[src/rtl/wb_traffic_master.sv]
//==============================================================================
// Module      : wb_traffic_master
// Description : Wishbone classic master traffic generator and read checker.
//               Accepts burst commands on a valid/ready port and issues write
//               or read bursts whose beat k carries the pattern seed + k.
//               On read bursts the returned data is compared against that
//               pattern. Mismatch count, first mismatch address and abort
//               flags are reported.
//
// Ports       : sys_clk, sys_resetn    - clock, async active-low reset
//               cmd_valid/cmd_ready    - command handshake
//               cmd_we/addr/len/seed   - burst direction, start address,
//                                        beats-1, pattern seed
//               wb_*                   - Wishbone classic master port
//               busy, done             - activity and end-of-burst pulse
//               err_cnt, first_err_addr- read-check results of last burst
//               timeout_flag           - last burst aborted by ack timeout
//               bus_err_flag           - last burst aborted by wb_err_i
//
// Revision    : 1.0 - initial release
//==============================================================================
`default_nettype none

module wb_traffic_master #(
    parameter int DW          = 32,
    parameter int APP_ADDR_W  = 26,
    parameter int LEN_W       = 8,
    parameter int TIMEOUT_CYC = 255
) (
    input  logic                  sys_clk,
    input  logic                  sys_resetn,

    input  logic                  cmd_valid,
    output logic                  cmd_ready,
    input  logic                  cmd_we,
    input  logic [APP_ADDR_W-1:0] cmd_addr,
    input  logic [LEN_W-1:0]      cmd_len,
    input  logic [DW-1:0]         cmd_seed,

    output logic                  wb_cyc_o,
    output logic                  wb_stb_o,
    output logic                  wb_we_o,
    output logic [DW/8-1:0]       wb_sel_o,
    output logic [APP_ADDR_W-1:0] wb_addr_o,
    output logic [DW-1:0]         wb_dat_o,
    input  logic [DW-1:0]         wb_dat_i,
    input  logic                  wb_ack_i,
    input  logic                  wb_err_i,

    output logic                  busy,
    output logic                  done,
    output logic [15:0]           err_cnt,
    output logic [APP_ADDR_W-1:0] first_err_addr,
    output logic                  timeout_flag,
    output logic                  bus_err_flag
);

    localparam int                  c_sel_w      = DW / 8;
    localparam int                  c_wait_w     = $clog2(TIMEOUT_CYC + 1);
    localparam logic [APP_ADDR_W-1:0] c_beat_bytes = APP_ADDR_W'(DW / 8);
    // Clears the sub-word byte-offset bits of the start address.
    localparam logic [APP_ADDR_W-1:0] c_addr_mask  = ~(APP_ADDR_W'(DW / 8 - 1));
    localparam logic [c_wait_w-1:0] c_wait_last  = c_wait_w'(TIMEOUT_CYC - 1);

    typedef enum logic [1:0] {
        S_IDLE = 2'd0,
        S_BUS  = 2'd1,
        S_DONE = 2'd2
    } state_t;

    state_t                  r_state;
    logic [LEN_W-1:0]        r_len;
    logic [LEN_W-1:0]        r_beat;
    logic [c_wait_w-1:0]     r_wait;

    logic                    r_cmd_ready;
    logic                    r_cyc;
    logic                    r_stb;
    logic                    r_we;
    logic [c_sel_w-1:0]      r_sel;
    logic [APP_ADDR_W-1:0]   r_addr;
    // Holds seed + k: both the write data and the expected read data.
    logic [DW-1:0]           r_dat;
    logic                    r_busy;
    logic                    r_done;
    logic [15:0]             r_err_cnt;
    logic [APP_ADDR_W-1:0]   r_first_err_addr;
    logic                    r_timeout_flag;
    logic                    r_bus_err_flag;

    always_ff @(posedge sys_clk or negedge sys_resetn) begin
        if (!sys_resetn) begin
            r_state          <= S_IDLE;
            r_len            <= '0;
            r_beat           <= '0;
            r_wait           <= '0;
            r_cmd_ready      <= 1'b1;
            r_cyc            <= 1'b0;
            r_stb            <= 1'b0;
            r_we             <= 1'b0;
            r_sel            <= '0;
            r_addr           <= '0;
            r_dat            <= '0;
            r_busy           <= 1'b0;
            r_done           <= 1'b0;
            r_err_cnt        <= '0;
            r_first_err_addr <= '0;
            r_timeout_flag   <= 1'b0;
            r_bus_err_flag   <= 1'b0;
        end else begin
            case (r_state)
                S_IDLE: begin
                    r_done <= 1'b0;
                    if (cmd_valid && r_cmd_ready) begin
                        r_state          <= S_BUS;
                        r_cmd_ready      <= 1'b0;
                        r_busy           <= 1'b1;
                        r_cyc            <= 1'b1;
                        r_stb            <= 1'b1;
                        r_we             <= cmd_we;
                        r_sel            <= '1;
                        r_addr           <= cmd_addr & c_addr_mask;
                        r_dat            <= cmd_seed;
                        r_len            <= cmd_len;
                        r_beat           <= '0;
                        r_wait           <= '0;
                        r_err_cnt        <= '0;
                        r_first_err_addr <= '0;
                        r_timeout_flag   <= 1'b0;
                        r_bus_err_flag   <= 1'b0;
                    end
                end

                S_BUS: begin
                    // Bus error takes priority over a simultaneous ack; the
                    // errored beat is neither counted nor checked.
                    if (wb_err_i) begin
                        r_cyc          <= 1'b0;
                        r_stb          <= 1'b0;
                        r_we           <= 1'b0;
                        r_sel          <= '0;
                        r_bus_err_flag <= 1'b1;
                        r_done         <= 1'b1;
                        r_state        <= S_DONE;
                    end else if (wb_ack_i) begin
                        if (!r_we && (wb_dat_i != r_dat)) begin
                            if (r_err_cnt != 16'hFFFF) begin
                                r_err_cnt <= r_err_cnt + 16'd1;
                            end
                            // Status is cleared at accept, so a zero count
                            // means this is the first mismatch of the burst.
                            if (r_err_cnt == 16'd0) begin
                                r_first_err_addr <= r_addr;
                            end
                        end
                        r_wait <= '0;
                        if (r_beat == r_len) begin
                            r_cyc   <= 1'b0;
                            r_stb   <= 1'b0;
                            r_we    <= 1'b0;
                            r_sel   <= '0;
                            r_done  <= 1'b1;
                            r_state <= S_DONE;
                        end else begin
                            r_beat <= r_beat + 1'b1;
                            r_addr <= r_addr + c_beat_bytes;
                            r_dat  <= r_dat + 1'b1;
                        end
                    end else if (r_wait == c_wait_last) begin
                        // TIMEOUT_CYC strobe cycles have now elapsed without ack.
                        r_cyc          <= 1'b0;
                        r_stb          <= 1'b0;
                        r_we           <= 1'b0;
                        r_sel          <= '0;
                        r_timeout_flag <= 1'b1;
                        r_done         <= 1'b1;
                        r_state        <= S_DONE;
                    end else begin
                        r_wait <= r_wait + 1'b1;
                    end
                end

                S_DONE: begin
                    r_done      <= 1'b0;
                    r_busy      <= 1'b0;
                    r_cmd_ready <= 1'b1;
                    r_state     <= S_IDLE;
                end

                default: begin
                    r_state     <= S_IDLE;
                    r_cyc       <= 1'b0;
                    r_stb       <= 1'b0;
                    r_we        <= 1'b0;
                    r_sel       <= '0;
                    r_busy      <= 1'b0;
                    r_done      <= 1'b0;
                    r_cmd_ready <= 1'b1;
                end
            endcase
        end
    end

    assign cmd_ready      = r_cmd_ready;
    assign wb_cyc_o       = r_cyc;
    assign wb_stb_o       = r_stb;
    assign wb_we_o        = r_we;
    assign wb_sel_o       = r_sel;
    assign wb_addr_o      = r_addr;
    assign wb_dat_o       = r_dat;
    assign busy           = r_busy;
    assign done           = r_done;
    assign err_cnt        = r_err_cnt;
    assign first_err_addr = r_first_err_addr;
    assign timeout_flag   = r_timeout_flag;
    assign bus_err_flag   = r_bus_err_flag;

endmodule

`default_nettype wire

[config.mk]
export PLATFORM = sky130hd
export DESIGN_NAME = wb_traffic_master
export DESIGN_NICKNAME = d
export VERILOG_FILES = /design/src/rtl/wb_traffic_master.sv
export SDC_FILE = /design/constraint.sdc
export NUM_CORES = 1
export LEC_CHECK = 0
export BUFFER_PORTS_ARGS = -buffer_cell sky130_fd_sc_hd__buf_2
export CAP_MARGIN = 20
export CORE_AREA = 3 3 124 126
export DETAILED_ROUTE_END_ITERATION = 8
export DIE_AREA = 0 0 127 129
export GPL_TIMING_DRIVEN = 0
export PLACE_DENSITY = 0.81
export SYNTH_ARGS = -nofsm -noshare
export SYNTH_HDL_FRONTEND = slang
export SYNTH_SLANG_ARGS = --single-unit
[constraint.sdc]
create_clock -name sys_clk -period 2.9 [get_ports sys_clk]
set_input_delay 0.29 -clock sys_clk [delete_from_list [all_inputs] [get_ports sys_clk]]
set_output_delay 0.29 -clock sys_clk [all_outputs]
set_load 0.02 [all_outputs]
After elaboration in Yosys (flattened, before gate mapping)
Index checks and enable logic that the tools add are counted.
{"block": "totals", "reg_bits": 137, "wordCells": 123}
{"block": "op_classes", "addsub": 5, "eq_ne": 19, "muxes": 64, "n_bitwise": 2, "n_reduce_logical": 17}
{"op": "2-to-1 mux 26 bit", "count": 9}
{"op": "2-to-1 mux 32 bit", "count": 4}
{"op": "one-hot mux 26 bit (2 select lines)", "count": 2}
{"op": "2-to-1 mux 16 bit", "count": 5}
{"op": "one-hot mux 32 bit (2 select lines)", "count": 1}
{"op": "2-to-1 mux 8 bit", "count": 7}
{"op": "adder 32 x 1 -> 32 bit (second input constant)", "count": 1}
{"op": "!= test 32 bit", "count": 1}
{"op": "one-hot mux 16 bit (2 select lines)", "count": 1}
{"op": "one-hot mux 8 bit (2 select lines)", "count": 2}
{"op": "adder 26 x 3 -> 26 bit (second input constant)", "count": 1}
{"op": "2-to-1 mux 4 bit", "count": 5}
{"op": "!= test 2 bit (second input constant)", "count": 10}
{"op": "adder 16 x 1 -> 16 bit (second input constant)", "count": 1}
{"op": "adder 8 x 1 -> 8 bit (second input constant)", "count": 2}
{"op": "logical NOT 16 bit", "count": 1}
{"op": "!= test 16 bit (second input constant)", "count": 1}
{"op": "2-to-1 mux 1 bit", "count": 15}
{"op": "one-hot mux 4 bit (3 select lines)", "count": 1}
{"op": "AND reduction 6 bit", "count": 2}
{"op": "2-to-1 mux 2 bit", "count": 5}
{"op": "AND reduction 5 bit", "count": 2}
{"op": "equality test 8 bit", "count": 1}
{"op": "equality test 8 bit (second input constant)", "count": 1}
{"op": "other kinds (15)", "count": 26}

Depth between registers and ports, before layout
{"block": "depth", "ltp_word": 6, "ltp_mapped": 9}

Worst setup path after synthesis
Ideal clock, no wire load.
{"block": "synth_path", "path_type": "flip-flop to flip-flop", "start": "register r_addr[2] (netlist: wb_addr_o[2])", "end": "register r_addr[24] (netlist: wb_addr_o[24])", "t_arrival_ns": 2.105, "setup_slack_ns": 0.658, "stages_incl_launch_ff": 8, "path_buffers": 0, "synth_period_minus_slack_ns": 2.242, "cell_sequence": "dfrtp_1 ha_1 nand3_1 or3_1 nor4_2 nand2_1 o32ai_1 a2bb2oi_1"}
{"block": "synth_between", "elab_chain_len": 5}
{"element": "start: declaration", "line_no": "81", "text": "logic [APP_ADDR_W-1:0] r_addr;"}
{"element": "start signal: assignment", "line_no": "122", "text": "r_addr <= cmd_addr & c_addr_mask;"}
{"element": "start signal: assignment", "line_no": "166", "text": "r_addr <= r_addr + c_beat_bytes;"}
{"element": "adder 26 x 3 -> 26 bit", "line_no": "166"}
{"element": "2-to-1 mux 26 bit", "line_no": "157", "text": "if (r_beat == r_len) begin"}
{"element": "2-to-1 mux 26 bit", "line_no": "145", "text": "end else if (wb_ack_i) begin"}
{"element": "2-to-1 mux 26 bit", "line_no": "137", "text": "if (wb_err_i) begin"}
{"element": "one-hot mux 26 bit (2 select lines)", "line_no": "111", "text": "case (r_state)"}
Every way passes these cells. The select of a mux whose other input is x is not followed.
A chain may end at the register's enable or synchronous reset.

Worst setup path in the final report
{"block": "layout_path", "start": "register r_dat[3] (netlist: wb_dat_o[3])", "end": "register r_err_cnt[2] (netlist: err_cnt[2])"}
{"block": "layout_between", "elab_chain_len": 4}
{"element": "start: declaration", "line_no": "83", "text": "logic [DW-1:0] r_dat;"}
{"element": "start signal: assignment", "line_no": "123", "text": "r_dat <= cmd_seed;"}
{"element": "start signal: assignment", "line_no": "167", "text": "r_dat <= r_dat + 1'b1;"}
{"element": "!= test 32 bit", "line_no": "146", "text": "if (!r_we && (wb_dat_i != r_dat)) begin"}
{"element": "logical AND 1 bit", "line_no": "146"}
{"element": "!= test 2 bit (no source line)"}
{"element": "AND reduction 6 bit (no source line)"}
{"element": "end signal: assignment", "line_no": "148", "text": "r_err_cnt <= r_err_cnt + 16'd1;"}
{"element": "end: declaration", "line_no": "86", "text": "logic [15:0] r_err_cnt;"}
Every way passes these cells.

==> results.tsv <==
metric	value	unit
Min Hold Slack	0.0578	ns
final hold vios	0	
Placed Instances	1272	
outcome	finished clean	
Synth Warn #	0	
# fillers	1196	
commonest non-fill, non-tap cell in the layout	buf_2	
post-DP HPWL	18900	um
largest net degree at the start of global routing	91	
asr flop ratio synth	100	%
register clock-pin slew on the reported worst setup and hold paths	0.05	ns
first-pass GRT wire length	41100	um
FF/Latch Area	3230	um^2
syn_area_per_cell	8.58	um^2
vias	8094	
nets	1219	
most frequent cells in the layout	buf_2, nand2_1, dfrtp_1, a21oi_1, nor2_1	
f_max	349	MHz
Clock Latency Late Sink	0.43	ns
Die Height	129	um
DR WL/cell	20.2	um
Setup CP Type	flip-flop to flip-flop	
Final Critical Period	2.87	ns
IO buf count	209	
Multi-input gate area	3930	um^2
Antenna Nets Post-Route	0	
cells after synthesis	875	
Max Slew Vio Count	0	
clock buffer depth	2	
Ports	216	
ratio of cells with drive above 1 in the final layout	25.0	%
synthesized area	7510	um^2
endpoints failing setup	0	
routability congestion estimate	0.954	
worst clock skew	0.00935	ns
predominant post-synthesis flop cell	dfrtp_1	
Post-synth EDFFs	0	
full die area	16400	um^2
Post-CTS Setup Bufs	0	
relative slew slack	33.3	%
crit path capture type	flip-flop	
Seq/Total Area, Yosys	43.0	%
Leakage	4.25	nW
grt ovf	0	
Critical Path AT	3.16	ns
CP required	3.19	ns
CP max FO	10	
DR pass1 iterations	6	
initial antenna violation count	1	
fin crit share	98.9	%
top cell type by total area after synthesis	dfrtp_1	
pwr dens	1070	nW/um^2
TritonCTS clock tree	done	
Max Cap Violations	0	
Seq cells post-synth	129	
Startpoint Class	flip-flop	
post-DR vias/cell	6.21	
Distinct cells, synth	61	
total global-route track usage	32.2	%
vias in the first global route	7610	
Slew @ Worst Pin	0.993	ns
Post-Route WL	26300	um
die width	127	um
Iteration-0 DRC Markers	1110	
Initial Util	52.0	%
Peak supply drop	0.000589	V
CTS HTree Levels	4	
final std cells w/o fill	1303	
CTS buffer count	17	
Synth top area share	42.7	%
P&R area growth vs syn	25.5	%
synth top area cells	dfrtp_1, nand2_1, a21oi_1, xnor2_1, mux2i_1	
number of remaining DRC errors	0	
hold crit path type	primary input to flip-flop	
clk sinks	129	
Clock Tree Root	clkbuf_16	
Placeable Area	14400	um^2
num rows	44	
-- per-layer routing --
layer / up-vias / track usage (%) / part of all wire [%]
met1: 3800 / 42.7 / 37
met5: - / 0 / 0
li1: 3617 / - / -
met4: 0 / 15.3 / 4.6
met3: 101 / 6.93 / 11
met2: 576 / 50.6 / 47
-- where the power goes --
part | internal, mW | switching, mW
sequential | 2.40 | 0.884
clock | 1.36 | 0.768
combinational | 1.60 | 3.09
total | 5.36 | 4.75
-- area by class of cell --
type,instances,share of cell area [%]
Antenna cell,1,0.0266
Buffer,65,3.20
Clock buffer,24,5.32
Clock inverter,5,0.823
Inverter,15,0.598
Multi-Input combinational cell,669,41.7
Sequential cell,129,34.3
Tap cell,184,2.44
Timing Repair Buffer,211,11.6
-- logic make-up (layout without fill, tap and decap cells) --
group	count (synthesis)	in the layout	share of synthesized area, %
AOI/OAI and AO/OA	223	223	18.6
muxes	29	29	3.90
xor gates and xnor gates	48	48	5.60
DFF	129	129	43.0
other	1	5	0.0500
and+or+nand+nor	358	358	22.9
buffers and inverters	80	320	4.73
adders and majority gates	7	7	1.17
-- cells in the mapped netlist (all sizes together), types with 2 or more instances --
| library cell | number |
|---|---|
| a211o | 3 |
| a21oi | 77 |
| o21ai | 50 |
| inv | 15 |
| nor3b | 2 |
| nor3 | 13 |
| o22ai | 22 |
| a32o | 2 |
| o211ai | 3 |
| a211oi | 2 |
| nand2 | 151 |
| nand3 | 27 |
| nor4 | 16 |
| or3 | 5 |
| o311ai | 5 |
| a21o | 4 |
| buf | 25 |
| xor2 | 7 |
| a221o | 4 |
| and3 | 24 |
| o32ai | 8 |
| nand4 | 33 |
| a31o | 3 |
| nor2 | 67 |
| clkbuf | 40 |
| mux2i | 27 |
| o22a | 2 |
| and4 | 7 |
| nor2b | 4 |
| or2 | 2 |
| a2bb2oi | 11 |
| dfrtp | 128 |
| mux2 | 2 |
| ha | 7 |
| a31oi | 11 |
| a32oi | 4 |
| o31ai | 6 |
| nand2b | 2 |
| xnor2 | 41 |
| nand3b | 2 |
-- worst max-delay path, cell delays in order (launching register included) --
cell and delay (ns):
dfrtp_1 0.49, xnor2_1 0.39, nand4_1 0.19, nor4_1 0.59
a211oi_1 0.27, buf_2 0.25, buf_2 0.21, a32oi_1 0.22
o21ai_0 0.12
-- stage by stage --
stage	worst slack [ns]	area, um^2	power, mW	util [%]	setup TNS, ns
finish	0.0330	9420	10.1	65.3	0
global route	-0.000548	9420	10.6	65.3	-0.000548
CTS	0.160	9420	10.0	65.3	0
detailed placement	0.171	8830	7.86	61.2	0
global placement	-0.230	8790	7.76	61.0	-27.88
floorplan	0.658	7520	6.08	-	0
-- path summary, 6_finish.rpt --
path | from | to | slack (ns) | cells after the start
setup / recovery | wb_dat_o[3] | err_cnt[2] | 0.03 | 8
hold / removal | cmd_len[1] | r_len[1] | 0.06 | 3
setup reg to reg | wb_dat_o[3] | err_cnt[2] | 0.03 | 8
hold reg to reg | done | done | 0.47 | 1
max in group asynchronous | sys_resetn | first_err_addr[7] | 1.79 | 3
min in group asynchronous | sys_resetn | r_wait[7] | 0.35 | 2
-- state kept, by name (all words and copies together) (netlist names) --
name / cells
busy: 1
wb_addr_o: 24
timeout_flag: 1
err_cnt: 16
done: 1
first_err_addr: 24
r_beat: 8
r_wait: 8
cmd_ready: 1
wb_sel_o: 1
wb_dat_o: 32
r_state: 2
wb_we_o: 1
bus_err_flag: 1
r_len: 8
-- repair_timing --
item,CTS,global route
hold endpoints to repair,39,0
resized for setup,0,4
hold buffers,1,0
endpoints found under the setup margin,0,13
(Power assumes the default switching activity.)
